==> src/rtl/branch_pc_ctrl_if.sv <==
// ============================================================================
// Module      : branch_pc_ctrl_if
// Description : Fetch-redirect bus between the EX/stall logic and the PC
//               sequencer.
// Revision    : 1.0 - initial release
// ============================================================================
`default_nettype none

interface branch_pc_ctrl_if;
    logic        stall;
    logic        branchTaken;
    logic [31:0] branchTarget;
    logic [31:0] pc;
    logic        pcSelect;
    logic [31:0] nextPc;
    logic        flush;
    logic        misalignedTarget;
    logic [15:0] redirectCount;

    modport master (
        output stall, branchTaken, branchTarget,
        input  pc, pcSelect, nextPc, flush, misalignedTarget, redirectCount
    );

    modport slave (
        input  stall, branchTaken, branchTarget,
        output pc, pcSelect, nextPc, flush, misalignedTarget, redirectCount
    );
endinterface

`default_nettype wire

==> src/rtl/branch_pc_ctrl.sv <==
// ============================================================================
// Module      : branch_pc_ctrl
// Description : RV32I program-counter sequencer with stall-held redirects,
//               timed IF/ID flush and misaligned-target trap.
// Revision    : 1.0 - initial release
// ============================================================================
`default_nettype none

module branch_pc_ctrl #(
    parameter logic [31:0] RESET_PC     = 32'h0000_0000,
    parameter int          FLUSH_CYCLES = 2
) (
    input  logic              clk,
    input  logic              reset,
    branch_pc_ctrl_if.slave   bus
);

    localparam logic [3:0]  C_FLUSH_INIT = FLUSH_CYCLES[3:0];
    localparam logic [15:0] C_CNT_MAX    = 16'hFFFF;

    typedef enum logic [1:0] {
        ST_RUN     = 2'd0,
        ST_PENDING = 2'd1,
        ST_FLUSH   = 2'd2,
        ST_TRAP    = 2'd3
    } state_t;

    state_t      r_state;
    logic [31:0] r_pc;
    logic [31:0] r_pending_target;
    logic [3:0]  r_flush_cnt;
    logic        r_flush;
    logic        r_misaligned;
    logic [15:0] r_redirect_cnt;

    logic        w_misaligned;
    logic        w_pc_select;
    logic [31:0] w_next_pc;
    logic [31:0] w_pc_plus4;

    assign w_misaligned = (bus.branchTarget[1:0] != 2'b00);
    assign w_pc_plus4   = r_pc + 32'd4;

    // Branch-mux select and next fetch address; mirrors the state update below.
    always_comb begin
        w_pc_select = 1'b0;
        w_next_pc   = r_pc;
        case (r_state)
            ST_RUN: begin
                if (bus.branchTaken) begin
                    if (!w_misaligned && !bus.stall) begin
                        w_pc_select = 1'b1;
                        w_next_pc   = bus.branchTarget;
                    end
                end else if (!bus.stall) begin
                    w_next_pc = w_pc_plus4;
                end
            end
            ST_PENDING: begin
                if (!bus.stall) begin
                    w_pc_select = 1'b1;
                    w_next_pc   = r_pending_target;
                end
            end
            ST_FLUSH: begin
                if (!bus.stall) begin
                    w_next_pc = w_pc_plus4;
                end
            end
            default: begin
                w_next_pc = r_pc;
            end
        endcase
    end

    always_ff @(posedge clk) begin
        if (reset) begin
            r_state          <= ST_RUN;
            r_pc             <= RESET_PC;
            r_pending_target <= 32'd0;
            r_flush_cnt      <= 4'd0;
            r_flush          <= 1'b0;
            r_misaligned     <= 1'b0;
            r_redirect_cnt   <= 16'd0;
        end else begin
            r_pc <= w_next_pc;
            case (r_state)
                ST_RUN: begin
                    if (bus.branchTaken) begin
                        if (w_misaligned) begin
                            r_state      <= ST_TRAP;
                            r_misaligned <= 1'b1;
                            r_flush      <= 1'b1;
                        end else if (!bus.stall) begin
                            r_state     <= ST_FLUSH;
                            r_flush     <= 1'b1;
                            r_flush_cnt <= C_FLUSH_INIT;
                            if (r_redirect_cnt != C_CNT_MAX) begin
                                r_redirect_cnt <= r_redirect_cnt + 16'd1;
                            end
                        end else begin
                            r_state          <= ST_PENDING;
                            r_pending_target <= bus.branchTarget;
                        end
                    end
                end
                // Younger branches seen here are wrong-path and are dropped.
                ST_PENDING: begin
                    if (!bus.stall) begin
                        r_state     <= ST_FLUSH;
                        r_flush     <= 1'b1;
                        r_flush_cnt <= C_FLUSH_INIT;
                        if (r_redirect_cnt != C_CNT_MAX) begin
                            r_redirect_cnt <= r_redirect_cnt + 16'd1;
                        end
                    end
                end
                ST_FLUSH: begin
                    if (!bus.stall) begin
                        r_flush_cnt <= r_flush_cnt - 4'd1;
                        if (r_flush_cnt == 4'd1) begin
                            r_flush <= 1'b0;
                            r_state <= ST_RUN;
                        end
                    end
                end
                default: begin
                    r_state <= ST_TRAP;
                end
            endcase
        end
    end

    assign bus.pc               = r_pc;
    assign bus.pcSelect         = w_pc_select;
    assign bus.nextPc           = w_next_pc;
    assign bus.flush            = r_flush;
    assign bus.misalignedTarget = r_misaligned;
    assign bus.redirectCount    = r_redirect_cnt;

endmodule

`default_nettype wire

==> src/flat_wrapper.sv <==
// flat-port wrapper written by rule: the top's interface ports become plain ports
module branch_pc_ctrl_flat 
#(
    parameter logic [31:0] RESET_PC     = 32'h0000_0000,
    parameter int          FLUSH_CYCLES = 2
)
  (clk, reset, bus_stall, bus_branchTaken, bus_branchTarget, bus_pc, bus_pcSelect, bus_nextPc, bus_flush, bus_misalignedTarget, bus_redirectCount);
  branch_pc_ctrl_if bus_i ();
  input  logic clk;
  input  logic reset;
  input wire logic [$bits(bus_i.stall)-1:0] bus_stall;
  input wire logic [$bits(bus_i.branchTaken)-1:0] bus_branchTaken;
  input wire logic [$bits(bus_i.branchTarget)-1:0] bus_branchTarget;
  output wire logic [$bits(bus_i.pc)-1:0] bus_pc;
  output wire logic [$bits(bus_i.pcSelect)-1:0] bus_pcSelect;
  output wire logic [$bits(bus_i.nextPc)-1:0] bus_nextPc;
  output wire logic [$bits(bus_i.flush)-1:0] bus_flush;
  output wire logic [$bits(bus_i.misalignedTarget)-1:0] bus_misalignedTarget;
  output wire logic [$bits(bus_i.redirectCount)-1:0] bus_redirectCount;
  assign bus_i.stall = bus_stall;
  assign bus_i.branchTaken = bus_branchTaken;
  assign bus_i.branchTarget = bus_branchTarget;
  assign bus_pc = bus_i.pc;
  assign bus_pcSelect = bus_i.pcSelect;
  assign bus_nextPc = bus_i.nextPc;
  assign bus_flush = bus_i.flush;
  assign bus_misalignedTarget = bus_i.misalignedTarget;
  assign bus_redirectCount = bus_i.redirectCount;
  branch_pc_ctrl #(.RESET_PC(RESET_PC), .FLUSH_CYCLES(FLUSH_CYCLES)) u_core (.clk(clk), .reset(reset), .bus(bus_i));
endmodule
==> config.mk <==
export PLATFORM = sky130hd
export DESIGN_NAME = branch_pc_ctrl_flat
export DESIGN_NICKNAME = d
export VERILOG_FILES = /design/src/rtl/branch_pc_ctrl_if.sv /design/src/rtl/branch_pc_ctrl.sv /design/src/flat_wrapper.sv
export SDC_FILE = /design/constraint.sdc
export NUM_CORES = 1
export LEC_CHECK = 0
export ABC_AREA = 1
export CAP_MARGIN = 10
export CORE_ASPECT_RATIO = 0.9
export CORE_MARGIN = 8
export CORE_UTILIZATION = 46
export DETAILED_ROUTE_END_ITERATION = 12
export PLACE_DENSITY_LB_ADDON = 0.25
export SLEW_MARGIN = 20
export SYNTH_ARGS = -nofsm -noshare
export SYNTH_HDL_FRONTEND = slang
export SYNTH_SLANG_ARGS = --single-unit
==> constraint.sdc <==
create_clock -name clk -period 1.8 [get_ports clk]
set_input_delay 0.27 -clock clk [delete_from_list [all_inputs] [get_ports clk]]
set_output_delay 0.27 -clock clk [all_outputs]
set_load 0.01 [all_outputs]
==> metrics.cfg, run 1 <==
[run_status]
outcome=finished with violations
violations=design-rule violations, negative setup slack

[synthesis]
synth_cells=820
synth_area_mm2=0.00535
ys_seq_area_share_pct=32.9
syn_avg_cell_area_um2=6.52
ys_ff_latch=88
synth_cell_types=43
synth_nets=864
yosysWarnings=0

[clocking]
ctsHoldBuffers=0
cts_tree=built
clockBufferDepth=2
numCtsBuffers=9
htreeDepth=3
cts_root_buf=clkbuf_16
cts_sinks=88
clkLatencyLatePin_ns=0.38
cts.clk_slew.worst_paths_ns=0.08

[cells_and_area]
insertedDiodeCount=0
final_cell_area_mm2=0.00948
final_nets=1166
fillers=600
final_util_pct=83.2
drive_above_1_share_pct=40.2
area_growth_pct=77.2

[die]
die_y_um=118
initial_core_util_pct=47.0
fp.dieArea_mm2=0.0153
core-area_mm2=0.0114
std_cell_rows=37
io_pins=119
die_x_um=130

[place]
dp_hpwl_um=13600
place_ws_ns=-0.820
port_buffers=118
gp_congestion=0.924
place_area_mm2=0.00758

[worst_setup_path]
crit_top_cell=nand2_1
cp_slowest_cell=nor4_1
critPathRequiredTime_ns=1.53
path_cells=nand2_1 -> buf_4 -> nor4_1 -> nand2_1 -> o21ai_1 -> nand2_1 -> buf_2
arrival_ns=3.00
crit_type=reg -> out
crit_fanout=5
cp-end-kind=output pin
critPathLaunchType=register
cp_top_family=simple AND/OR/NAND/NOR gates
critPathBufInv=2
cp_slowest_stage_delay_ns=1.05

[grt]
grt_pass1_vias=7214
gr-total-overflow=0
antenna_found_initial=0
grt_pass1_wl_um=36600
grt_max_degree=63
grt_use_total_pct=30.0

[power_and_ir_drop]
pwr-share-comb_pct=56.1
p_sw_mw=4.24
clkPwrFrac_pct=20.0
p_int_mw=5.85
swShare_pct=42.0
p_per_area_mw_per_mm2=1060
p_leak_nw=4.13
ir_drop_v=0.000848
pwr-share-seq_pct=23.9

[timing]
rsz0062_at_grt=true
worst_pin_slew_ns=1.29
hold_ws_ns=0.365
tns_ns=-23.84
post-route-period-util_pct=181
setup_slack_ns=-1.47
skew_ns=0.0119
hold_violations=0
finalMaxSlewViolations=0
max_freq_ghz=0.306
slew_headroom_pct=13.4
fin_crit_ns=3.27
setup_violations=57

[routing]
ant_nets=0
drc=20
wire_per_inst_um=24.2
first_pass_iters=13
vias=8233
wl_um=31000
drtIter0Drc=1581
drt-vias-per-instance=6.42

[worst_hold_path]
hold_path_class=in -> reg

[flow_run]
max_cap_violations=0

layer usage:
layer | GRT usage, % | routed length [um]
met1 | 35.3 | 10100
met2 | 47.2 | 13300
met3 | 9.03 | 4810
met4 | 17.5 | 2860
met5 | 0 | 0
cell usage in the layout, fill, tap and decap left out, drive strengths merged, types with 3 or more instances in the layout:
| master | Yosys | routed |
|---|---|---|
| o22ai | 3 | 3 |
| clkbuf | 18 | 12 |
| nor3 | 10 | 10 |
| nand4 | 10 | 10 |
| o21ai | 78 | 78 |
| buf | 15 | 239 |
| a221oi | 12 | 12 |
| ha | 8 | 8 |
| xnor2 | 3 | 3 |
| clkinv | 0 | 3 |
| xor2 | 12 | 12 |
| clkdlybuf4s50 | 0 | 83 |
| nand3 | 46 | 46 |
| inv | 114 | 113 |
| dfxtp | 88 | 88 |
| nor2 | 72 | 72 |
| a21oi | 84 | 84 |
| o211ai | 8 | 8 |
| nand2 | 222 | 222 |
| o21bai | 3 | 3 |
per-stage QoR:
step	instances	total power [mW]
2_1_floorplan	820	4.15
3_3_place_gp	1186	5.92
3_5_place_dp	1186	5.95
4_1_cts	1268	8.77
5_1_grt	1283	10.4
6_report	1283	10.1
kinds of logic (layout without fill, tap and decap cells):
logic type      after synthesis  count (layout)  share of synthesized area [%]
simple gates                365             365                           30.5
fa+ha+maj                     8               8                           1.87
compound gates              197             197                           20.6
flops                        88              88                           32.9
buf+inv                     147             454                           11.7
xor+xnor                     15              15                           2.46
sequential cells by signal (all words and copies together) (netlist names):
| name | count |
|---|---|
| u_core.r_pending_target | 32 |
| u_core.r_state | 2 |
| u_core.bus.misalignedTarget | 1 |
| u_core.bus.pc | 32 |
| u_core.bus.redirectCount | 16 |
| u_core.r_flush_cnt | 4 |
| u_core.bus.flush | 1 |
path summary, 6_finish.rpt:
kind                                                 start                                  endpoint  slack (ns)  depth (start not counted)
hold reg to reg   u_core.r_pending_target[17]$_SDFFE_PP0P_  u_core.r_pending_target[17]$_SDFFE_PP0P_        0.46                          2
setup / recovery              u_core.bus.pc[14]$_SDFF_PP0_                            bus_nextPc[21]       -1.47                          7
setup reg to reg              u_core.bus.pc[14]$_SDFF_PP0_              u_core.bus.pc[21]$_SDFF_PP0_       -0.70                          6
hold / removal                                       reset              u_core.bus.pc[15]$_SDFF_PP0_        0.37                          3
power groups by stage:
stage	Combinational [mW]	Sequential (mW)	Clock, mW
floorplan	1.71	2.44	0
global placement	3.57	2.35	0
detailed placement	3.60	2.35	0
CTS	4.47	2.35	1.94
global route	5.86	2.42	2.08
finish	5.65	2.41	2.02
what timing repair did:
action                     4_1_cts  5_1_grt
pin swaps                       49      100
resized for setup              266      180
setup buffers                   63       32
setup endpoints to repair       47       62
gates cloned                     4        0
synth_stat cells:
cell,instances,area share [%]
nand2_1,210,15
inv_1,109,7.7
dfxtp_1,88,33
a21oi_1,82,7.7
o21ai_0,73,6.8
nor2_1,58,4.1
nand3_1,44,4.1
clkbuf_1,17,1.2
xor2_1,12,2.0
a221oi_1,11,1.8
nand2_2,10,1.2
nand4_1,10,1.2
ha_1,8,1.9
nor2_2,8,0.94
nor3_1,8,0.75
o211ai_1,8,1.1
buf_6,6,1.3
buf_2,5,0.47
o21ai_1,5,0.47
inv_2,4,0.28
nor2_4,4,0.84
o21bai_1,3,0.42
o22ai_1,3,0.35
xnor2_1,3,0.49
a211oi_1,2,0.28
a21oi_2,2,0.33
a22oi_1,2,0.28
a311oi_1,2,0.33
a31oi_1,2,0.23
buf_1,2,0.14
buf_4,2,0.28
nand2_4,2,0.42
nor2_8,2,0.75
nor3_2,2,0.37
nor3b_1,2,0.28
nor4_1,2,0.23
a221oi_2,1,0.28
a32oi_1,1,0.16
clkbuf_2,1,0.093
inv_12,1,0.30
nand3_2,1,0.19
nand3_4,1,0.33
or2_2,1,0.12
final cells by class:
class | count | area, um2 | share of cell area [%]
Clock buffer | 11 | 243 | 2.56
Sequential cell | 88 | 1810 | 19.1
Inverter | 114 | 479 | 5.06
Clock inverter | 5 | 56.3 | 0.594
Timing Repair Buffer | 324 | 2990 | 31.6
Multi-Input combinational cell | 585 | 3710 | 39.1
Tap cell | 156 | 195 | 2.06
worst reg2reg max path, cell delays in order, from the launching register on:
cell and delay, ns:
dfxtp_2 0.41, nand2_1 0.11, buf_4 0.15, nor4_1 1.05, nand2_1 0.26, o21ai_1 0.31, a21oi_2 0.09
Note: power is estimated with default switching activity, not from simulation.
==> run 2: changes to the inputs <==
GPL_TIMING_DRIVEN = 0   (was unset)
MAX_ROUTING_LAYER = met4   (was unset)
==> metrics.cfg, run 2 (synthesized netlist as in run 1, its figures left out) <==
[place]
dp_hpwl_um=13400  ; was 13600 um
gp_congestion=0.952  ; was 0.924
port_buffers=117  ; was 118
dp_cells=1093  ; was 1186

[timing]
rsz0062_at_grt=true  ; unchanged
hold_ws_ns=0.446  ; was 0.365 ns
worst_pin_slew_ns=0.800  ; was 1.29 ns
post-route-period-util_pct=137  ; was 181%
fin_crit_ns=2.46  ; was 3.27 ns
setup_violations=41  ; was 57
max_freq_ghz=0.406  ; was 0.306 GHz
hold_violations=0  ; unchanged
skew_ns=0.0149  ; was 0.0119 ns
slew_headroom_pct=46.7  ; was 13.4%
setup_slack_ns=-0.665  ; was -1.47 ns
finalMaxSlewViolations=0  ; unchanged

[grt]
grt_max_degree=15  ; was 63
grt_pass1_wl_um=32200  ; was 36600 um
grt_pass1_vias=6193  ; was 7214
antenna_found_initial=0  ; unchanged
grt_use_total_pct=26.9  ; was 30.0%
gr-total-overflow=0  ; unchanged

[worst_setup_path]
reg2reg_slack_ns=-0.44  ; was -0.70 ns
rr_endpoint=u_core.bus.pc[28]$_SDFF_PP0_  ; was u_core.bus.pc[21]$_SDFF_PP0_
crit_fanout=6  ; was 5
cp_slowest_stage_delay_ns=0.54  ; was 1.05 ns
arrival_ns=2.19  ; was 3.00 ns
cp_slowest_cell=dfxtp_1  ; was nor4_1
crit_top_cell=nand2_1  ; unchanged
crit_type=reg -> out  ; unchanged
reg2regPathDepth=15  ; was 6
critPathLaunchType=register  ; unchanged
path_cells=nand2_1 -> inv_1 -> nand2_1 -> nor2_1 -> nand2_1 -> xor2_1 -> nand2_1 -> nand2_1 -> nand2_2 -> inv_1 -> buf_2  ; was nand2_1 -> buf_4 -> nor4_1 -> nand2_1 -> o21ai_1 -> nand2_1 -> buf_2
r2r_start=u_core.bus.pc[21]$_SDFF_PP0_  ; was u_core.bus.pc[14]$_SDFF_PP0_
cp-end-kind=output pin  ; unchanged
critPathRequiredTime_ns=1.53  ; about the same

[routing]
m1WireLength_um=8920  ; was 10100 um
drt-vias-per-instance=5.87  ; was 6.42
met2WireLength_um=10100  ; was 13300 um
ant_nets=0  ; unchanged
vias=6938  ; was 8233
first_pass_iters=8  ; was 13
drc=0  ; was 20
drtIter0Drc=1060  ; was 1581
highest_layer=met4  ; unchanged
wl_met3_um=2620  ; was 4810 um
wire_per_inst_um=19.5  ; was 24.2 um
wl_um=23000  ; was 31000 um

[clocking]
numCtsBuffers=9  ; unchanged
cts_root_buf=clkbuf_16  ; unchanged
cts_tree=built  ; unchanged
htreeDepth=3  ; unchanged
clockBufferDepth=2  ; unchanged
cts.clk_slew.worst_paths_ns=0.07  ; was 0.08 ns
ctsHoldBuffers=0  ; unchanged
clkLatencyLatePin_ns=0.36  ; was 0.38 ns
cts_sinks=88  ; unchanged

[die]
io_pins=119  ; unchanged
std_cell_rows=37  ; unchanged
die_y_um=118  ; unchanged
core-area_mm2=0.0114  ; unchanged
die_x_um=130  ; unchanged
initial_core_util_pct=47.0  ; unchanged
fp.dieArea_mm2=0.0153  ; unchanged

[worst_hold_path]
hold_end=u_core.bus.pc[2]$_SDFF_PP0_  ; was u_core.bus.pc[15]$_SDFF_PP0_
hold_path_class=in -> reg  ; unchanged
worstHoldPathCells=4  ; was 3
min_from=bus_stall  ; was reset

[cells_and_area]
final_common_cell=nand2_1  ; unchanged
final_nets=1066  ; was 1166
final_util_pct=74.3  ; was 83.2%
area_growth_pct=58.3  ; was 77.2%
final_cell_mix=169 x nand2_1, 89 x inv_1, 84 x clkdlybuf4s50_1  ; was 166 x nand2_1, 150 x buf_4, 89 x inv_1
drive_above_1_share_pct=32.6  ; was 40.2%
insertedDiodeCount=0  ; unchanged
fillers=779  ; was 600
final_cells=1182  ; was 1283

[power_and_ir_drop]
p_leak_nw=3.52  ; was 4.13 nW
p_per_area_mw_per_mm2=1070  ; was 1060 mW/mm2
total_power_mw=9.04  ; was 10.1 mW
ir_drop_v=0.000723  ; was 0.000848 V

[flow_run]
max_cap_violations=0  ; unchanged

[run_status]
outcome=finished with violations  ; unchanged
violations=negative setup slack  ; was design-rule violations, negative setup slack

-- run 2: changes by cell type in the layout (fill, tap and decap cells not counted), moves of 6 or more --
cell	delta
nor2_1	+6
a21oi_2	-8
nand3_1	+8
buf_4	-101
dfxtp_4	+6
clkbuf_1	+8
inv_4	+7
buf_6	-8
dfxtp_1	-6
-- run 2: area by class of cell --
cell class	count	area [um2]	area share, %
timing repair buffer	191	1830	21.6
inverter	114	474	5.60
multi-input combinational	586	3570	42.1
clock buffer	11	243	2.87
sequential	88	1830	21.6
clock inverter	4	53.8	0.635
buffer	32	278	3.28
tap	156	195	2.31
-- run 2: worst max-delay path by stage --
stage	startpoint	endpoint	slack [ns]	cells past startpoint
CTS	u_core.r_state[0]$_SDFFE_PP0P_	bus_nextPc[25]	-0.50	13
detailed placement	bus_branchTarget[0]	bus_nextPc[14]	-0.92	11
floorplan	u_core.r_state[1]$_SDFFE_PP0P_	bus_nextPc[24]	-0.01	12
global route	u_core.bus.pc[21]$_SDFF_PP0_	bus_nextPc[22]	-0.69	11
global placement	bus_branchTarget[0]	bus_nextPc[13]	-0.92	10
finish	u_core.bus.pc[21]$_SDFF_PP0_	bus_nextPc[22]	-0.66	11
-- run 2: routing by layer --
layer,vias to the layer above,GRT usage (%)
met5,-,-
met4,0,12.4
met3,149,5.12
met2,552,39.8
met1,3146,34.7
li1,3091,-
-- run 2: per-stage QoR --
step | setup slack, ns | area (um2) | TNS (ns)
2_1_floorplan | -0.0115 | 5410 | -0.0345
3_3_place_gp | -0.922 | 6770 | -37.38
3_5_place_dp | -0.917 | 6770 | -38.09
4_1_cts | -0.505 | 7900 | -14.80
5_1_grt | -0.685 | 8470 | -19.61
6_report | -0.665 | 8470 | -16.35
-- run 2: worst max-delay path: cells and delay by family, from the launching register on --
kind	cells	cell delay (ns)
flops	1	0.54
xor+xnor	1	0.17
buf+inv	3	0.27
simple gates	7	0.85
-- run 2: repair_timing --
action | 4_1_cts | 5_1_grt
gates cloned | 5 | 0
pin swaps | 58 | 63
setup endpoints to repair | 93 | 93
buffers inserted | 56 | 24
gates resized for setup | 296 | 146
-- run 2: where the power goes --
group | switching, mW | internal, mW | leakage, nW
sequential | 0.304 | 2.19 | 0.729
clock | 0.827 | 1.11 | 0.138
combinational | 2.54 | 2.06 | 2.65
total | 3.67 | 5.37 | 3.52
==> run 3: changes to the inputs <==
CTS_CLUSTER_DIAMETER = 80   (was unset)
==> results of run 3 <==
The final DEF is identical to that of run 2; final timing and power are the same.
==> RTL change 1, RTL diff (config.mk and constraints of run 2) <==
Change the localparam `C_CNT_MAX` from 16'hFFFF to 16'h7FFF.
--- a/src/rtl/branch_pc_ctrl.sv
+++ b/src/rtl/branch_pc_ctrl.sv
@@ -18,3 +18,3 @@
     localparam logic [3:0]  C_FLUSH_INIT = FLUSH_CYCLES[3:0];
-    localparam logic [15:0] C_CNT_MAX    = 16'hFFFF;
+    localparam logic [15:0] C_CNT_MAX    = 16'h7FFF;
 
Behaviour: no difference found for any inputs over 4 cycles, from zero or initial values and one cycle with reset high; that may be too few to reach the edited logic, so the function may still have changed.
==> RTL change 1 against run 2 <==
The flow still finishes with violations (setup timing). Critical path depth is 2 lower. Sequential cell count stayed put. Synthesized area is 0.30% higher. Via count is 3.5% higher. Total power is 6.4% higher. Wire length is 7.1% higher. Utilization is 3.0 points higher. Cell area is 4.0% higher. Critical path type unchanged. Worst setup slack better by 68 ps. Largest power group unchanged. Non-clock buffer count is 23 higher.
==> RTL change 1: results (changes against run 2) <==
| Metric | Value |
|---|---|
| Pre-CTS setup slack | `-898 ps (+19.2 ps)` |
| Hold WS | `393 ps (-52.5 ps)` |
| DP HPWL | `13,700 um (+2.2%)` |
| Synth Area in Compound Gates | `0.210 (+0.00451)` |
| Final Worst Setup Slack | `-597 ps (+67.6 ps)` |
| Routed vias/inst | `5.95 (+1.4%)` |
| Metal-1 WL | `9350 um (+4.8%)` |
| Iteration-0 DRC Markers | `1,132 (+6.8%)` |
| CP max FO | `5 (-1)` |
| Leak Pwr | `3.66 nW (+4.0%)` |
| CTS resizes | `351 (+19%)` |
| Routed wire per std cell | `20.4 um (+5.0%)` |
| Syn Nets | `862 (-0.23%)` |
| Register share of total power | `0.261 (-0.015)` |
| Seq/Total Area, Yosys | `0.328 (-0.000999)` |
| Setup Viol. Count Final | `89 (+120%)` |
| Synth cell types | `47 (+9.3%)` |
| Worst r2r src | `u_core.bus.pc[7]` |
| Cells after synthesis | `818 (-0.24%)` |
| Setup TNS | `-24,350 ps (-8000 ps)` |
| Pre-antenna DRT Iters | `7 (-1)` |
| Placed instance area | `6730 um2 (-0.59%)` |
| Global Route met3 Usage | `0.0625 (+0.0112)` |
| Outcome | `finished with violations` |
| Fill count | `746 (-4.2%)` |
| Vias in the first global route | `6,372 (+2.9%)` |
| First-pass GRT wire length | `33,300 um (+3.3%)` |
| Met1 Use GR | `0.358 (+0.0105)` |
| Worst setup path endpoint | `bus_nextPc[4]` |
| Clock power share | `0.204 (-0.011)` |
| Crit-path max cell delay | `390 ps (-150 ps)` |
| Failing checks | `setup timing` |
| CP startpoint | `u_core.r_state[0]` |
| Top post-synthesis cells by area | `dfxtp_1, nand2_1, inv_1` |
| Rel. slew slack | `0.451 (-0.0158)` |
| Initial antenna violation count | `1 (+1)` |
| Cells after DPL | `1,090 (-0.27%)` |
| Final RePlAce weighted congestion | `0.933 (-2.0%)` |
| Xor/xnor share of the synthesized area | `0.0229 (-0.00171)` |
| Port bufs | `116 (-0.85%)` |
| Post-synth top cells | `nand2_1, inv_1, dfxtp_1` |
[RTL change 1: final cells by class]
| class | instances | area [um2] | share of cell area |
|---|---|---|---|
| Antenna cell | 1 | 2.50 | 0.000284 |
| Buffer | 31 | 275 | 0.0312 |
| Clock inverter | 5 | 57.6 | 0.00653 |
| Inverter | 115 | 473 | 0.0537 |
| Multi-Input combinational cell | 585 | 3690 | 0.419 |
| Timing Repair Buffer | 215 | 2050 | 0.233 |
| Clock buffer | 10 | 239 | 0.0271 |
| Tap cell | 156 | 195 | 0.0222 |
| Sequential cell | 88 | 1820 | 0.207 |
[RTL change 1: critical path: cells and delay by family (launching register included)]
family | cells | cell delay (ps)
adders and majority gates | 1 | 180
buffers and inverters | 4 | 530
AOI/OAI and AO/OA | 1 | 320
DFF | 1 | 390
and+or+nand+nor | 3 | 350
[RTL change 1: logic make-up after synthesis]
family	count (synthesis)
buf+inv	147
simple gates	364
compound gates	197
xor+xnor	14
flops	88
fa+ha+maj	8
==> RTL change 2, RTL diff (config.mk and constraints of run 2) <==
Made on the original files. The 4 states of `state_t` get a one-hot encoding in 4 bits.
--- a/src/rtl/branch_pc_ctrl.sv
+++ b/src/rtl/branch_pc_ctrl.sv
@@ -20,7 +20,7 @@
 
-    typedef enum logic [1:0] {
-        ST_RUN     = 2'd0,
-        ST_PENDING = 2'd1,
-        ST_FLUSH   = 2'd2,
-        ST_TRAP    = 2'd3
+    typedef enum logic [3:0] {
+        ST_RUN     = 4'b0001,
+        ST_PENDING = 4'b0010,
+        ST_FLUSH   = 4'b0100,
+        ST_TRAP    = 4'b1000
     } state_t;
Formal check against the unedited RTL: no difference found for any inputs over 4 cycles, from zero or initial values and one cycle with reset high; so few cycles prove little.
==> RTL change 2 against run 2 <==
The flow still finishes with violations (setup timing). Wire length up 4.7%. Fmax up 3.8%. Worst setup slack better by 90 ps. Synthesized area down 2.7%. Cell area up 0.99%. Count of clock-buffer cells in the layout down 1. Synthesized cell count down 3.4%. Sequential cell count up 2.
Power is not compared: it rests on default switching activity, and its combinational part moved more than twofold at a synthesized area within 25%.
==> RTL change 2: results (changes against run 2) <==
| Metric | Value |
|---|---|
| Crit-path max cell delay | `370 ps (-170 ps)` |
| Top post-synthesis cells by area | `dfxtp_1, nand2_1, nor2_1` |
| Hold Crit Class | `reg -> reg` |
| CTS clk-pin slew, worst paths | `70 ps (about the same)` |
| Main synth FF type | `dfxtp_1` |
| Max Root-Sink Buffers | `2 (unchanged)` |
| CTS buffer count | `9 (unchanged)` |
| Antenna diodes | `0 (unchanged)` |
| DP HPWL | `12,900 um (-3.8%)` |
| Seq/Total Area, Yosys | `0.346 (+0.0170)` |
| Setup Viol. Count Final | `55 (+34%)` |
| CP max FO | `5 (-1)` |
| First-pass GRT wire length | `33,600 um (+4.2%)` |
| Syn Nets | `832 (-3.7%)` |
| Tightest Pin Transition | `896 ps (+95.7 ps)` |
| Iteration-0 DRC Markers | `988 (-6.8%)` |
| Setup TNS | `-15,100 ps (+1260 ps)` |
| Clk_skew | `12.4 ps (-2.48 ps)` |
| Vias in the first global route | `6,543 (+5.7%)` |
| Clk Tree Root Cell | `clkbuf_16` |
| Total number of vias | `6,834 (-1.5%)` |
| CP arrival | `2100 ps (-90 ps)` |
| Port bufs | `118 (+0.85%)` |
| Avg Cell Area, Syn | `6.57 um2 (+0.70%)` |
| Final hold vios | `0 (unchanged)` |
| Leak Pwr | `approximately 3.7 nW` |
| Synth warn | `0 (unchanged)` |
| Pre-antenna DRT Iters | `6 (-2)` |
| Drt total wl | `24,100 um (+4.7%)` |
| Final RePlAce weighted congestion | `0.948 (-0.43%)` |
| Post-synth top cells | `nand2_1, nor2_1, dfxtp_1` |
| Initial antenna violation count | `0 (unchanged)` |
| Critical path's slowest cell | `dfxtp_4` |
| Final Non-Filler Cells | `1,171 (-0.93%)` |
| Layout cell share with drive strength beyond 1 | `0.347 (+0.0213)` |
| H-tree depth | `3 (unchanged)` |
| Outcome | `finished with violations` |
| Final Worst Setup Slack | `-574 ps (+90.2 ps)` |
| Largest net degree at the start of global routing | `16 (+1)` |
| Skew-Pair Late Insertion Delay | `between 300 and 400 ps` |
| IR drop worst, VDD | `0.000476 V` |
| Post-synthesis async set-or-reset flop share | `0 (unchanged)` |
| Synth cell types | `45 (+4.7%)` |
| Failing checks | `setup timing` |
| Gr usage total | `0.296 (+0.0264)` |
| Fin nets | `1,051 (-1.4%)` |
## RTL change 2: kinds of logic after synthesis
kind of cell             Yosys count  share of synthesized area
adder cells (fa/ha/maj)            4                    0.00962
buffers and inverters             97                     0.0832
XOR/XNOR                          17                     0.0286
AO/OA/AOI/OAI                    124                      0.131
flip-flops                        90                      0.346
AND/OR/NAND/NOR                  460                      0.401
## RTL change 2: metrics by stage
stage | cell area, um2 | utilization | hold slack, ps | setup slack, ps
floorplan | 5200 | - | 424 | 64.3
global placement | 6580 | 0.585 | 441 | -1130
detailed placement | 6580 | 0.585 | 442 | -1140
CTS | 8030 | 0.714 | 452 | -439
global route | 8550 | 0.760 | 508 | -640
finish | 8550 | 0.760 | 484 | -574
## RTL change 2: area by class of cell
type | instances | area [um2]
Inverter | 69 | 280
Buffer | 28 | 240
Multi-Input combinational cell | 606 | 3670
Sequential cell | 90 | 1870
Clock inverter | 5 | 62.6
Tap cell | 156 | 195
Timing Repair Buffer | 207 | 2000
Clock buffer | 10 | 229
Fill cell | 764 | 2700
## RTL change 2: worst paths after layout
check	depth (start not counted)	endpoint	slack (ps)	start
worst max-delay path	11	bus_nextPc[3]	-570	u_core.r_state[3]
worst min-delay path	2	u_core.r_pending_target[11]	480	u_core.r_pending_target[11]
worst max register to register	15	u_core.bus.pc[6]	-310	u_core.r_state[3]
worst min register to register	2	u_core.r_pending_target[11]	480	u_core.r_pending_target[11]
## RTL change 2: report_power, final
| part | switching, mW | internal, mW | leakage (nW) |
|---|---|---|---|
| registers | 0.0729 | 2.03 | 0.745 |
| clock network | 0.859 | 1.08 | 0.136 |
| logic | 0.630 | 0.520 | 2.83 |
## RTL change 2: worst max-delay path: cells and delay by family (launching register included)
family | cells | cell delay [ps]
compound gates | 1 | 120
buf+inv | 4 | 670
flops | 1 | 370
simple gates | 6 | 590
## RTL change 2: repair_timing
item,in CTS,in global routing
hold buffers,0,0
setup endpoints to repair,56,71
setup buffers,92,24
pin swaps,44,43
resized for setup,314,148
gates cloned,5,4
## RTL change 2: metal layers
| layer | vias up | routed length (um) | global-route usage |
|---|---|---|---|
| met4 | 0 | 1530 | 0.195 |
| met5 | - | 0 | - |
| met2 | 577 | 10900 | 0.469 |
| met3 | 180 | 2800 | 0.0806 |
| met1 | 3072 | 8810 | 0.326 |
| li1 | 3005 | - | - |
